==> src/rtl/traffic_phase_scheduler.sv <==
// rtl/traffic_phase_scheduler.sv - demand-driven round-robin phase scheduler for a four-way intersection
// Emergency preemption is built only when EMERGENCY_PREEMPT_EN is defined.
module traffic_phase_scheduler #(
    parameter int GREEN_MIN = 4,
    parameter int GREEN_MAX = 10,
    parameter int YELLOW_T  = 2,
    parameter int ALLRED_T  = 1,
    parameter int TW        = 8
) (
    input  logic       clk,
    input  logic       rst,
    input  logic [3:0] req,
    input  logic       emg_req,
    input  logic [1:0] emg_dir,
    output logic [1:0] n_lights,
    output logic [1:0] e_lights,
    output logic [1:0] s_lights,
    output logic [1:0] w_lights,
    output logic [1:0] grant_dir,
    output logic [1:0] phase
);
    typedef enum logic [1:0] {
        S_IDLE   = 2'b00,
        S_GREEN  = 2'b01,
        S_YELLOW = 2'b10,
        S_ALLRED = 2'b11
    } state_t;

    localparam logic [TW-1:0] GMIN_LAST = TW'(GREEN_MIN - 1);
    localparam logic [TW-1:0] GMAX_LAST = TW'(GREEN_MAX - 1);
    localparam logic [TW-1:0] YEL_LAST  = TW'(YELLOW_T - 1);
    localparam logic [TW-1:0] AR_LAST   = TW'(ALLRED_T - 1);
    localparam logic [1:0]    LT_YELLOW = 2'b01;
    localparam logic [1:0]    LT_GREEN  = 2'b10;

    state_t        state_q, state_d;
    logic [TW-1:0] timer_q, timer_d, timer_inc;
    logic [1:0]    ptr_q, ptr_d;
    logic [1:0]    grant_q, grant_d;
    logic [7:0]    lights_q, lights_d;
    logic [1:0]    rr_win, pick_dir;
    logic          pick_valid, other_dem, own_req, emg_hold, emg_cut;

    // First set bit scanning upward from p+1; p itself is checked last.
    function automatic logic [1:0] rr_pick(input logic [3:0] r, input logic [1:0] p);
        logic [1:0] w;
        logic [1:0] idx;
        w = p;
        for (int k = 4; k >= 1; k--) begin
            idx = p + 2'(k);
            if (r[idx]) w = idx;
        end
        return w;
    endfunction

    assign rr_win    = rr_pick(req, ptr_q);
    assign other_dem = |(req & ~(4'b0001 << grant_q));
    assign own_req   = req[grant_q];
    assign timer_inc = (timer_q == {TW{1'b1}}) ? timer_q : timer_q + 1'b1;

`ifdef EMERGENCY_PREEMPT_EN
    always_comb begin
        pick_valid = |req | emg_req;
        pick_dir   = emg_req ? emg_dir : rr_win;
        emg_hold   = emg_req && (emg_dir == grant_q);
        emg_cut    = emg_req && (emg_dir != grant_q);
    end
`else
    logic unused_emg;
    assign unused_emg = ^{emg_req, emg_dir};
    always_comb begin
        pick_valid = |req;
        pick_dir   = rr_win;
        emg_hold   = 1'b0;
        emg_cut    = 1'b0;
    end
`endif

    always_comb begin
        state_d = state_q;
        timer_d = timer_q;
        ptr_d   = ptr_q;
        grant_d = grant_q;
        case (state_q)
            S_IDLE: begin
                if (pick_valid) begin
                    state_d = S_GREEN;
                    grant_d = pick_dir;
                    ptr_d   = pick_dir;
                    timer_d = '0;
                end
            end
            S_GREEN: begin
                timer_d = timer_inc;
                // timer_q counts completed green cycles minus one.
                if (emg_cut || (!emg_hold && other_dem &&
                    ((!own_req && timer_q >= GMIN_LAST) || timer_q >= GMAX_LAST))) begin
                    state_d = S_YELLOW;
                    timer_d = '0;
                end
            end
            S_YELLOW: begin
                timer_d = timer_inc;
                if (timer_q == YEL_LAST) begin
                    state_d = S_ALLRED;
                    timer_d = '0;
                end
            end
            default: begin
                timer_d = timer_inc;
                if (timer_q == AR_LAST) begin
                    timer_d = '0;
                    if (pick_valid) begin
                        state_d = S_GREEN;
                        grant_d = pick_dir;
                        ptr_d   = pick_dir;
                    end else begin
                        state_d = S_IDLE;
                    end
                end
            end
        endcase

        lights_d = '0;
        if (state_d == S_GREEN)  lights_d[{grant_d, 1'b0} +: 2] = LT_GREEN;
        if (state_d == S_YELLOW) lights_d[{grant_d, 1'b0} +: 2] = LT_YELLOW;
    end

    always_ff @(posedge clk or negedge rst) begin
        if (!rst) begin
            state_q  <= S_IDLE;
            timer_q  <= '0;
            ptr_q    <= 2'd3;
            grant_q  <= 2'd0;
            lights_q <= '0;
        end else begin
            state_q  <= state_d;
            timer_q  <= timer_d;
            ptr_q    <= ptr_d;
            grant_q  <= grant_d;
            lights_q <= lights_d;
        end
    end

    assign n_lights  = lights_q[1:0];
    assign e_lights  = lights_q[3:2];
    assign s_lights  = lights_q[5:4];
    assign w_lights  = lights_q[7:6];
    assign grant_dir = grant_q;
    assign phase     = state_q;
endmodule
==> config.mk <==
export PLATFORM = sky130hd
export DESIGN_NAME = traffic_phase_scheduler
export DESIGN_NICKNAME = d
export VERILOG_FILES = /design/src/rtl/traffic_phase_scheduler.sv
export SDC_FILE = /design/constraint.sdc
export NUM_CORES = 1
export LEC_CHECK = 0
export CORE_UTILIZATION = 40
export CTS_BUF_LIST = sky130_fd_sc_hd__clkbuf_16
export DETAILED_ROUTE_END_ITERATION = 16
export PLACE_DENSITY = 0.67
export SLEW_MARGIN = 30
export SYNTH_ARGS = -nofsm -noshare
export SYNTH_HDL_FRONTEND = slang
export SYNTH_SLANG_ARGS = --single-unit
==> constraint.sdc <==
create_clock -name clk -period 6.9 [get_ports clk]
set_clock_uncertainty 0.2 [all_clocks]
set_input_delay 1.38 -clock clk [delete_from_list [all_inputs] [get_ports clk]]
set_output_delay 1.38 -clock clk [all_outputs]
set_load 0.02 [all_outputs]
== Word level (Yosys, flattened, before mapping) ==
Index checks and enable logic that the tools add are counted.
Widths: inputs -> output; s select.

* Bitwise logic cells: 4
* Shift operators: 4
* Magnitude comparators: 6
* Equal/unequal tests: 7
* Reduce and logical (&&, ||, !) cells: 11
* Add/sub/neg operators: 5
* Mux-type cells: 32

{| class="wikitable"
|+ Operators by type and width
! kind !! count
|-
| $mux 8 || 7
|-
| $pmux 8 s3 || 1
|-
| $mux 2 || 11
|-
| $shiftx 2x5->8 const A || 2
|-
| $lt 2x3->1 const B || 4
|-
| $add 8x1->8 const B || 1
|-
| $and 8x8->8 || 1
|-
| $bmux 1 s2 || 4
|-
| $bwmux 8 || 1
|-
| $eq 8x1->1 const B || 1
|-
| $eq 8x8->1 const B || 1
|-
| $ge 8x2->1 const B || 1
|-
| $ge 8x4->1 const B || 1
|-
| $logic_not 8->1 || 1
|-
| $pmux 2 s2 || 2
|-
| $reduce_or 4->1 || 2
|-
| $shift 2x5->8 const A || 1
|-
| $pmux 2 s3 || 1
|-
| $mux 1 || 5
|-
| $neg 3->5 || 1
|-
| $add 2x2->2 const B || 2
|-
| $and 4x4->4 || 1
|-
| $eq 2x1->1 const B || 2
|-
| $eq 2x2->1 const B || 2
|-
| other kinds (12) || 13
|}

* Register bits after elaboration: 22
* Output and inout port bits: 12
* Word-level logic and storage cells: 74
* Input port bits: 9

== Longest topological paths before layout ==
* Depth after elaboration: 15
* Mapped depth: 9

== Worst setup path after synthesis ==
Ideal clock, no wire load.

* Kind: input to register
* Start: input port req[2]
* End: register timer_q[3]
* Library setup time: 0.090 ns
* Path slack: 3.716 ns
* Buffers on the path: 0
* Arrival: 2.894 ns
* Cell stages on the path: 6
* Cell sequence: or4b_1 > a2bb2oi_1 > a31oi_4 > o21ai_4 > or4_1 > o221ai_1

* Cells in the longest elaborated chain, start to end: 8
* Elaborated cells on any way between the ends: 12
* Those cells by class: eq/ne: 1; mux: 4; bitwise: 1; reduce/logical: 6

{| class="wikitable"
|+ Ends and longest elaborated chain
! what !! RTL line !! text
|-
| start: declaration || 12 || <nowiki>input logic [3:0] req,</nowiki>
|-
| $bmux 1 s2 || 58 || <nowiki>assign own_req = req[grant_q];</nowiki>
|-
| $mux 1 (implied by the code) || 58 ||
|-
| $logic_not 1->1 || 97 || <nowiki>((!own_req && timer_q >= GMIN_LAST) || timer_q >= GMAX_LAST))) begin</nowiki>
|-
| $logic_and 1x1->1 || 97 ||
|-
| $logic_or 1x1->1 || 97 ||
|-
| $logic_and 1x1->1 || 96 || <nowiki>if (emg_cut || (!emg_hold && other_dem &&</nowiki>
|-
| $mux 8 || 96 ||
|-
| $pmux 8 s3 || 84 || <nowiki>case (state_q)</nowiki>
|-
| end signal: assignment || 138 || <nowiki>timer_q <= timer_d;</nowiki>
|-
| end: declaration || 37 || <nowiki>logic [TW-1:0] timer_q, timer_d, timer_inc;</nowiki>
|}

Parallel ways exist; a longest one is shown, timed or not. The select of a mux whose other input is x is not followed.
A chain may end at the register's enable or synchronous reset.

== Worst setup path after layout ==
* Start: input port req[3]
* End: register timer_q[1]

The elaborated chain is that of the path after synthesis.

==> results.md <==
- Gpl congestion: 0.880
- Post-CTS Hold Buffers: 0
- Crit start category: primary input
- Most frequent cells in the layout: dfrtp_1, clkdlybuf4s50_1, nand2_1
- Initial antenna violation count: 0
- Total routed wirelength: 2.92 mm
- Worst-path cell chain: clkdlybuf4s50_1 -> mux4_2 -> o221ai_1 -> a31oi_4 -> o21ai_4 -> nor2_1 -> a22o_1
- R2r startpoint: timer_q[0]
- Slew margin rel.: 62.5%
- Post-Syn Area per Cell: 9.40 um2
- Critical path class: in -> reg
- RSZ-0062 raised after global routing: false
- Post-Layout Cell Count: 215
- CP max stage cell: clkdlybuf4s50_1
- Final setup violation count: 0
- Vias: 1,220
- Post-CTS Setup Bufs: 0
- Crit path from: req[3]
- Layout net count: 186
- GRT Total Usage: 17.2%
- CTS clk-pin slew, worst paths: 0.06 ns
- CTS tree: done
- Pleak: 0.762 nW
- Drt pass-1 iters: 4
- Vias in the first global route: 1,112
- Starting Density: 42.2%
- CTS resizes: 0
- Final Max Tran Viols: 0
- Post-synthesis instance total: 152
- First-pass GRT wire length: 4.80 mm
- CTS sink cnt: 22
- Post-synth design cell area: 0.00143 mm2
- Status: finished clean
- Yosys synthesis warning count: 0
- Yosys top cell by area: dfrtp_1
- Root Buffer: clkbuf_16
- DRC marker count from the first detailed-route iteration: 62
- Std-Cell Rows: 21
- Cell variety after synth: 46
- Yosys reg bits: 22
- Post-synthesis sequential area ratio: 38.7%
- Area grow syn2layout: 21.8%
- HP Class: reg -> reg
- Worst slew pin tran: 0.559 ns
- Avg WL per Cell: 13.6 um
- Cells taking the most area after synthesis: dfrtp_1, ha_1, nand2_1
- Max Fclk: 271 MHz
- Die W: 61.8 um
- Crit Path Max Fanout: 9
- Layout cell share with drive strength beyond 1: 9.47%
- Worst Path Required: 6.84 ns
- Via/cell ratio: 5.67
- Tmin final: 3.70 ns
- CP delay by family, top: compound AO/OA/AOI/OAI gates
- Crit. End Element: flip-flop
- H-Tree Level Count: 1
- Final worst path period share: 53.6%
- Endpoints failing hold: 0
- Setup_tns: 0 ns
- Syn nets: 168
- Gr ovfl total: 0
- Antenna viol nets, final: 0
- Max-cap violations: 0
- Post-DP HPWL: 2.14 mm
- Clock Path Buffers: 2
- Peak supply drop: 197 uV
- Top-area cell type share of the netlist area: 35.0%
- # IOs: 21
- Die area: 0.00381 mm2
- Asr flop ratio synth: 100%
- Largest net degree at the start of global routing: 23
- Cell Pwr Density: 430 mW/mm2
- Worst path arrival time: 3.64 ns
- Num CTS Buffers: 3
- Core Region: 0.00339 mm2
- Residual DRC count: 0
- Die H: 61.8 um
- Commonest non-fill, non-tap cell in the layout: dfrtp_1
- Critical Path Max Stage Delay: 0.57 ns
- Placed Cells: 211
- Ant diodes: 0
- Filler cell count: 312
- Buffers on Ports: 17
- Worst Hold Launch: ptr_q[0]
- Post-synth EDFFs: 0
- Clk Latency, worst-skew pair: 0.25 ns
- Top FF cell, synth: dfrtp_1
- Buf/Inv on CP: 1
-- per-layer routing --
metal	up-vias	share of wire [%]	track usage, %
li1	599	-	-
met1	583	45	22.2
met2	30	50	28.9
met3	8	3.6	3.11
met4	0	1.4	6.35
met5	-	0	0
-- registers in the layout (all words and copies together), names as in the netlist --
signal,cells
phase,2
lights_q,8
ptr_q,2
grant_dir,2
timer_q,8
-- where the power goes --
part | leakage [nW] | switching [mW] | total (mW) | internal [mW]
combinational | 0.422 | 0.203 | 0.373 | 0.170
sequential | 0.289 | 0.0432 | 0.213 | 0.170
clock | 0.0511 | 0.0467 | 0.162 | 0.115
-- final cells by class --
| type | instances | area, um2 | share of cell area (%) |
|---|---|---|---|
| well taps | 46 | 57.6 | 3.31 |
| clock buffers | 3 | 75.1 | 4.31 |
| multi-input cells | 117 | 826 | 47.4 |
| repair buffers | 17 | 165 | 9.49 |
| inverters | 9 | 33.8 | 1.94 |
| flip-flops and latches | 22 | 553 | 31.8 |
| clock inverters | 1 | 30.0 | 1.73 |
-- cell usage after synthesis (3+ instances only) --
library cell and instances:
nand2b_1 3, nand2_1 15, clkbuf_1 3, a21oi_1 11, o21ai_0 5, nand3_1 4
nor3_1 10, nor3b_1 3, and3b_1 4, ha_1 7, inv_1 9, a21o_1 6
dfrtp_1 20, nor2_1 11
-- metrics by stage --
stage / area, um2 / utilization, % / total power, mW / setup slack, ns / hold slack (ns)
finish: 1740 / 51.3 / 0.748 / 3.20 / 0.343
global route: 1740 / 51.3 / 0.809 / 3.06 / 0.366
CTS: 1740 / 51.3 / 0.754 / 3.23 / 0.344
detailed placement: 1640 / 48.2 / 0.588 / 2.97 / 0.333
global placement: 1640 / 48.4 / 0.579 / 2.98 / 0.324
floorplan: 1430 / - / 0.488 / 3.72 / 0.309
-- worst paths after layout --
kind / end / slack (ns) / cells past startpoint
max reg2reg: lights_q[7] / 4.36 / 9
max in group asynchronous: ptr_q[0] / 5.25 / 1
min in group asynchronous: timer_q[2] / 0.89 / 1
min: ptr_q[0] / 0.34 / 2
max: timer_q[1] / 3.20 / 7
min reg2reg: ptr_q[0] / 0.34 / 2
-- worst min-delay path, delay by kind of cell (launching register included) --
family	cells	cell delay (ns)
AO/OA/AOI/OAI	1	0.05
flip-flops	1	0.39
AND/OR/NAND/NOR	1	0.10
-- cell families (layout without fill, tap and decap cells) --
group	Yosys count	in the layout	share of synthesized area, %
AND/OR/NAND/NOR	66	66	27.2
AO/OA/AOI/OAI	40	40	20.7
flip-flops	22	22	38.7
buffers and inverters	13	30	3.50
adder cells (fa/ha/maj)	7	7	6.13
multiplexers	4	4	3.77
Note: power is estimated with default switching activity, not from simulation.
